**src/rtl/sha_padder_if.sv**
```systemverilog
// Word-in / padded-block-out bus between a message source, the SHA padder and the hash core.
interface sha_padder_if;
    logic         in_valid;
    logic [31:0]  in_data;
    logic [2:0]   in_nbytes;
    logic         in_last;
    logic         in_ready;
    logic [511:0] block;
    logic         block_valid;
    logic         block_ready;
    logic         block_last;

    modport master (
        output in_valid, in_data, in_nbytes, in_last, block_ready,
        input  in_ready, block, block_valid, block_last
    );

    modport slave (
        input  in_valid, in_data, in_nbytes, in_last, block_ready,
        output in_ready, block, block_valid, block_last
    );
endinterface

```
**src/rtl/sha_padder.sv**
```systemverilog
// SHA-1/SHA-256 message padder: packs 32-bit big-endian words into 512-bit blocks and
// appends 0x80, zero fill and the 64-bit bit length, spilling into an extra block if needed.
module sha_padder (
    input  logic        clk,
    input  logic        clr,
    sha_padder_if.slave bus
);
    localparam int unsigned WORD_W  = 32;
    localparam int unsigned BLOCK_W = 512;
    localparam int unsigned NWORDS  = BLOCK_W / WORD_W;
    localparam int unsigned WIDX_W  = 4;
    localparam int unsigned CNT_W   = 61;
    localparam int unsigned B_W     = 7;
    localparam logic [WORD_W-1:0] PAD_WORD = 32'h8000_0000;

    typedef enum logic [1:0] {
        FILL  = 2'd0,
        EMIT  = 2'd1,
        EXTRA = 2'd2
    } state_t;

    state_t              state_q, state_d;
    logic [WIDX_W-1:0]   widx_q, widx_d;
    logic [CNT_W-1:0]    cnt_q, cnt_d;
    logic                pending_q, pending_d;
    logic                extra_pad_q, extra_pad_d;
    logic [BLOCK_W-1:0]  block_q, block_d;
    logic                block_valid_q, block_valid_d;
    logic                block_last_q, block_last_d;
    logic                in_ready_q, in_ready_d;

    logic [2:0]          n_eff;
    logic [WORD_W-1:0]   pad_word;
    logic [B_W-1:0]      b_total;
    logic [WIDX_W:0]     next_idx;

    // Valid bytes of the incoming word, with the 0x80 marker dropped in right after them
    always_comb begin
        n_eff = bus.in_last ? bus.in_nbytes : 3'd4;
        case (n_eff)
            3'd0:    pad_word = PAD_WORD;
            3'd1:    pad_word = {bus.in_data[31:24], 24'h80_0000};
            3'd2:    pad_word = {bus.in_data[31:16], 16'h8000};
            3'd3:    pad_word = {bus.in_data[31:8], 8'h80};
            default: pad_word = bus.in_data;
        endcase
        b_total  = B_W'({widx_q, 2'b00}) + B_W'(n_eff);
        next_idx = (WIDX_W+1)'(widx_q) + (WIDX_W+1)'(1);
    end

    // Next-state and datapath update
    always_comb begin
        state_d     = state_q;
        widx_d      = widx_q;
        cnt_d       = cnt_q;
        pending_d   = pending_q;
        extra_pad_d = extra_pad_q;
        block_d     = block_q;
        block_last_d = block_last_q;

        case (state_q)
            FILL: begin
                if (bus.in_valid) begin
                    cnt_d = cnt_q + CNT_W'(n_eff);
                    if (!bus.in_last) begin
                        for (int i = 0; i < NWORDS; i++) begin
                            if (WIDX_W'(i) == widx_q)
                                block_d[BLOCK_W-1-WORD_W*i -: WORD_W] = bus.in_data;
                        end
                        if (widx_q == WIDX_W'(NWORDS-1)) begin
                            state_d      = EMIT;
                            widx_d       = '0;
                            block_last_d = 1'b0;
                        end else begin
                            widx_d = widx_q + WIDX_W'(1);
                        end
                    end else begin
                        for (int i = 0; i < NWORDS; i++) begin
                            if (WIDX_W'(i) == widx_q)
                                block_d[BLOCK_W-1-WORD_W*i -: WORD_W] = pad_word;
                            else if ((WIDX_W+1)'(i) == next_idx && n_eff == 3'd4)
                                block_d[BLOCK_W-1-WORD_W*i -: WORD_W] = PAD_WORD;
                            else if (WIDX_W'(i) > widx_q)
                                block_d[BLOCK_W-1-WORD_W*i -: WORD_W] = '0;
                        end
                        // Length fits only if bytes 56..63 are still free
                        if (b_total <= B_W'(55)) begin
                            block_d[63:0] = {cnt_d, 3'b000};
                            block_last_d  = 1'b1;
                        end else begin
                            pending_d    = 1'b1;
                            extra_pad_d  = (b_total == B_W'(64));
                            block_last_d = 1'b0;
                        end
                        state_d = EMIT;
                        widx_d  = '0;
                    end
                end
            end
            EMIT: begin
                if (bus.block_ready) begin
                    if (pending_q) begin
                        state_d   = EXTRA;
                        pending_d = 1'b0;
                    end else begin
                        state_d = FILL;
                        if (block_last_q) begin
                            cnt_d  = '0;
                            widx_d = '0;
                        end
                    end
                end
            end
            EXTRA: begin
                block_d = '0;
                if (extra_pad_q)
                    block_d[BLOCK_W-1 -: WORD_W] = PAD_WORD;
                block_d[63:0] = {cnt_q, 3'b000};
                extra_pad_d   = 1'b0;
                block_last_d  = 1'b1;
                state_d       = EMIT;
            end
            default: state_d = FILL;
        endcase

        block_valid_d = (state_d == EMIT);
        in_ready_d    = (state_d == FILL);
    end

    always_ff @(posedge clk) begin
        if (clr) begin
            state_q       <= FILL;
            widx_q        <= '0;
            cnt_q         <= '0;
            pending_q     <= 1'b0;
            extra_pad_q   <= 1'b0;
            block_q       <= '0;
            block_valid_q <= 1'b0;
            block_last_q  <= 1'b0;
            in_ready_q    <= 1'b1;
        end else begin
            state_q       <= state_d;
            widx_q        <= widx_d;
            cnt_q         <= cnt_d;
            pending_q     <= pending_d;
            extra_pad_q   <= extra_pad_d;
            block_q       <= block_d;
            block_valid_q <= block_valid_d;
            block_last_q  <= block_last_d;
            in_ready_q    <= in_ready_d;
        end
    end

    assign bus.block       = block_q;
    assign bus.block_valid = block_valid_q;
    assign bus.block_last  = block_last_q;
    assign bus.in_ready    = in_ready_q;
endmodule

```
**src/flat_wrapper.sv**
```systemverilog
// flat-port wrapper written by rule: the top's interface ports become plain ports
module sha_padder_flat 
  (clk, clr, bus_in_valid, bus_in_data, bus_in_nbytes, bus_in_last, bus_block_ready, bus_in_ready, bus_block, bus_block_valid, bus_block_last);
  sha_padder_if bus_i ();
  input  logic clk;
  input  logic clr;
  input wire logic [$bits(bus_i.in_valid)-1:0] bus_in_valid;
  input wire logic [$bits(bus_i.in_data)-1:0] bus_in_data;
  input wire logic [$bits(bus_i.in_nbytes)-1:0] bus_in_nbytes;
  input wire logic [$bits(bus_i.in_last)-1:0] bus_in_last;
  input wire logic [$bits(bus_i.block_ready)-1:0] bus_block_ready;
  output wire logic [$bits(bus_i.in_ready)-1:0] bus_in_ready;
  output wire logic [$bits(bus_i.block)-1:0] bus_block;
  output wire logic [$bits(bus_i.block_valid)-1:0] bus_block_valid;
  output wire logic [$bits(bus_i.block_last)-1:0] bus_block_last;
  assign bus_i.in_valid = bus_in_valid;
  assign bus_i.in_data = bus_in_data;
  assign bus_i.in_nbytes = bus_in_nbytes;
  assign bus_i.in_last = bus_in_last;
  assign bus_i.block_ready = bus_block_ready;
  assign bus_in_ready = bus_i.in_ready;
  assign bus_block = bus_i.block;
  assign bus_block_valid = bus_i.block_valid;
  assign bus_block_last = bus_i.block_last;
  sha_padder u_core (.clk(clk), .clr(clr), .bus(bus_i));
endmodule
```
**config.mk**
```make
export PLATFORM = sky130hd
export DESIGN_NAME = sha_padder_flat
export DESIGN_NICKNAME = d
export VERILOG_FILES = /design/src/rtl/sha_padder_if.sv /design/src/rtl/sha_padder.sv /design/src/flat_wrapper.sv
export SDC_FILE = /design/constraint.sdc
export NUM_CORES = 1
export LEC_CHECK = 0
export ABC_CLOCK_PERIOD_IN_PS = 6700
export CAP_MARGIN = 5
export CORE_MARGIN = 3
export CORE_UTILIZATION = 25
export CTS_CLUSTER_DIAMETER = 30
export DETAILED_ROUTE_END_ITERATION = 12
export PLACE_DENSITY = 0.54
export SLEW_MARGIN = 20
export SYNTH_ARGS = -nofsm -noshare
export SYNTH_HDL_FRONTEND = slang
export SYNTH_SLANG_ARGS = --single-unit
```
**constraint.sdc**
```tcl
create_clock -name clk -period 6.7 [get_ports clk]
set_clock_uncertainty 0.05 [all_clocks]
set_input_delay 1.34 -clock clk [delete_from_list [all_inputs] [get_ports clk]]
set_output_delay 1.34 -clock clk [all_outputs]
set_load 0.02 [all_outputs]
```
==> impl_metrics.ini <==
[run_status]
run_status = complete, no violations

[floorplanning]
io_pins = 555
coreArea_um2 = 108000
row_count = 120
design.die.area_um2 = 114000
die_h_um = 337
initial_utilization = 0.254
die-width_um = 337

[drt]
dr_total_vias = 31700
routedWlPerCell_um = 29.4
antenna_left = 0
drt_iter0_markers = 3654
firstDrtPassIters = 8
drt-total-wl_mm = 167
drt-vias-per-instance = 5.59
drc = 0

[sta]
slew_headroom = 0.186
period_minus_slack_ns = 5.16
tns_ns = 0
rsz0062_at_grt = false
setup_slack_ns = 1.54
max_freq_ghz = 0.194
tightestPinTransition_ns = 1.22
hold_violations = 0
timing.final.crit_share = 0.771
setup_violations = 0
finalMaxSlewViolations = 0

[logic_synthesis]
syn-cell-area_um2 = 27500
synthDominantCellAreaShare = 0.426
syn_inst = 3661
synth.area.top_cells = dfxtp_1, a21oi_1, o21ai_0
synth_warnings = 0
ys.flop_type = dfxtp_1
synth_fp_nets = 3712
seq_area_frac_synth = 0.426
avgSynthCellArea_um2 = 7.50
yosysTopAreaCell = dfxtp_1
synth_edf_count = 0
synth-seq-cells = 584
synth-async-reset-ratio = 0
synth.distinct_cells = 82

[placed_design]
hpwlAfterDp_mm = 112
placedCellCount = 5355
port_buffers = 554
place_ws_ns = 0.868
gp_congestion = 0.975

[cells_and_area]
regArea_um2 = 11700
final_net_count = 4169
postLayoutCoreUtil = 0.374
layout_common_cells = dfxtp_1, clkdlybuf4s50_1, nand2_1
stdcell_count = 5671
area_delta_synth_final_pct = 47.1
final_common_cell = dfxtp_1
multi_input_area_um2 = 14400
fillers = 11200
drive_gt1_frac = 0.113

[global_routing]
grt-ovfl-total = 0
grt_max_degree = 168
antenna_found_initial = 17
track_usage = 0.279
grt_pass1_wl_mm = 227
grt_pass1_vias = 28900

[critical_path]
crit_family = compound AO/OA/AOI/OAI gates
critPathMaxFanout = 17
reg2reg_slack_ns = 2.16
slowest_delay_ns = 0.87
crit_start = bus_in_nbytes[2]
critPathKind = primary input to flip-flop
endpoint_kind = flip-flop
crit_chain = clkdlybuf4s50_1, buf_4, nor2b_1, buf_4, inv_1, ha_1, a31oi_1, a2111o_1, or4_1, nor3_4, xor2_1, a2111oi_0, nor3_1
cp.arrival_ns = 5.74
path_common_cell = buf_4
r2r_start = u_core.widx_q[1]$_SDFFE_PP0P_
worstSetupPathDepth = 13
critPathSlowestCell = or4_1
required_ns = 7.28
startpoint_type = primary input
worst-path-buf-inv = 4
reg2reg_depth = 9

[min_path]
worstHoldPathType = flip-flop to flip-flop
hp-start = u_core.bus.block[78]$_SDFFE_PP0P_
hold_depth = 2

[clocking]
ctsResizeCount = 0
clk_latency_ns = 0.77
htree_levels = 4
postCtsSetupBuffers = 0
cts.path.max_buffers = 3
cts_buffers = 164
holdBufCountCts = 0
root_buffer = clkbuf_16
cts_sinks = 584
clk_pin_slew_ns = 0.04
cts_tree = yes

[power_and_ir_drop]
ir_drop_mv = 0.231
leakagePower_nw = 14.2
p_per_area_nw_per_um2 = 332

[run]
cap_violations = 0
## stage by stage
stage                     cell area (um2)  power, mW  hold WS [ns]
after floorplan                     27500       4.46         0.409
after global placement              34400       5.25         0.388
after detailed placement            34400       5.26         0.392
after CTS                           40400       13.5         0.398
after global routing                40400       13.8         0.410
final                               40400       13.4         0.396
## where the power goes
part | switching [mW] | internal (mW) | total, mW
Clock | 2.54 | 5.67 | 8.20
Combinational | 1.06 | 0.457 | 1.51
Sequential | 0.0958 | 3.62 | 3.71
## Yosys cell counts (11+ instances only)
library cell and n:
a211oi_1 14, a21oi_1 456, a221oi_1 14, a22oi_1 74, a311oi_1 16, a31oi_1 27, a32oi_1 21, and2_1 14
and3_1 19, buf_1 15, buf_2 33, clkbuf_1 333, dfxtp_1 584, ha_1 11, inv_1 13, mux2i_1 19
nand2_1 478, nand2b_1 35, nand3_1 348, nand4_1 27, nor2_1 260, nor2b_1 11, nor3_1 81, nor4_1 15
o211ai_1 44, o21ai_0 442, o22ai_1 25, o31ai_1 13, or3_1 35, xnor2_1 21, xor2_1 24
## worst min-delay path, cell delays in order, from the launching register on
cell	delay (ns)
dfxtp_1	0.30
nand2_1	0.05
a21oi_1	0.05
## kinds of logic (layout without fill, tap and decap cells)
family	count (synthesis)	count (layout)	synth area share
and+or+nand+nor	1374	1374	0.231
other	0	12	0
DFF	584	584	0.426
xor gates and xnor gates	45	45	0.0144
AOI/OAI and AO/OA	1230	1230	0.260
muxes	19	19	0.00693
adders and majority gates	11	11	0.00501
buffers and inverters	398	993	0.0563
## path summary, 6_finish.rpt
check,to
setup / recovery,u_core.bus.block[42]$_SDFFE_PP0P_
hold / removal,u_core.bus.block[78]$_SDFFE_PP0P_
setup reg to reg,u_core.bus.block[94]$_SDFFE_PP0P_
hold reg to reg,u_core.bus.block[78]$_SDFFE_PP0P_
## final cells by class
cell class / instances / area share
Tap cell: 1403 / 0.0435
Antenna cell: 12 / 0.000743
Clock buffer: 222 / 0.117
Multi-Input combinational cell: 2679 / 0.357
Timing Repair Buffer: 676 / 0.161
Inverter: 13 / 0.00121
Clock inverter: 82 / 0.0298
Sequential cell: 584 / 0.289
## layer usage
layer | vias up | wire length (um) | part of all wire | GRT usage
li1 | 14100 | - | - | -
met1 | 15500 | 67100 | 0.40 | 0.354
met2 | 1785 | 73100 | 0.44 | 0.423
met3 | 387 | 17100 | 0.10 | 0.0867
met4 | 6 | 9380 | 0.056 | 0.150
met5 | - | 46 | 0.00028 | 0
## flip-flops by register name, summed over array words and instances (netlist names)
name                    flops
u_core.bus.in_ready         1
u_core.bus.block          512
u_core.state_q              2
u_core.cnt_q               61
u_core.pending_q            1
u_core.widx_q               4
u_core.bus.block_valid      1
u_core.bus.block_last       1
u_core.extra_pad_q          1
Power figures use the tool's default switching activity.
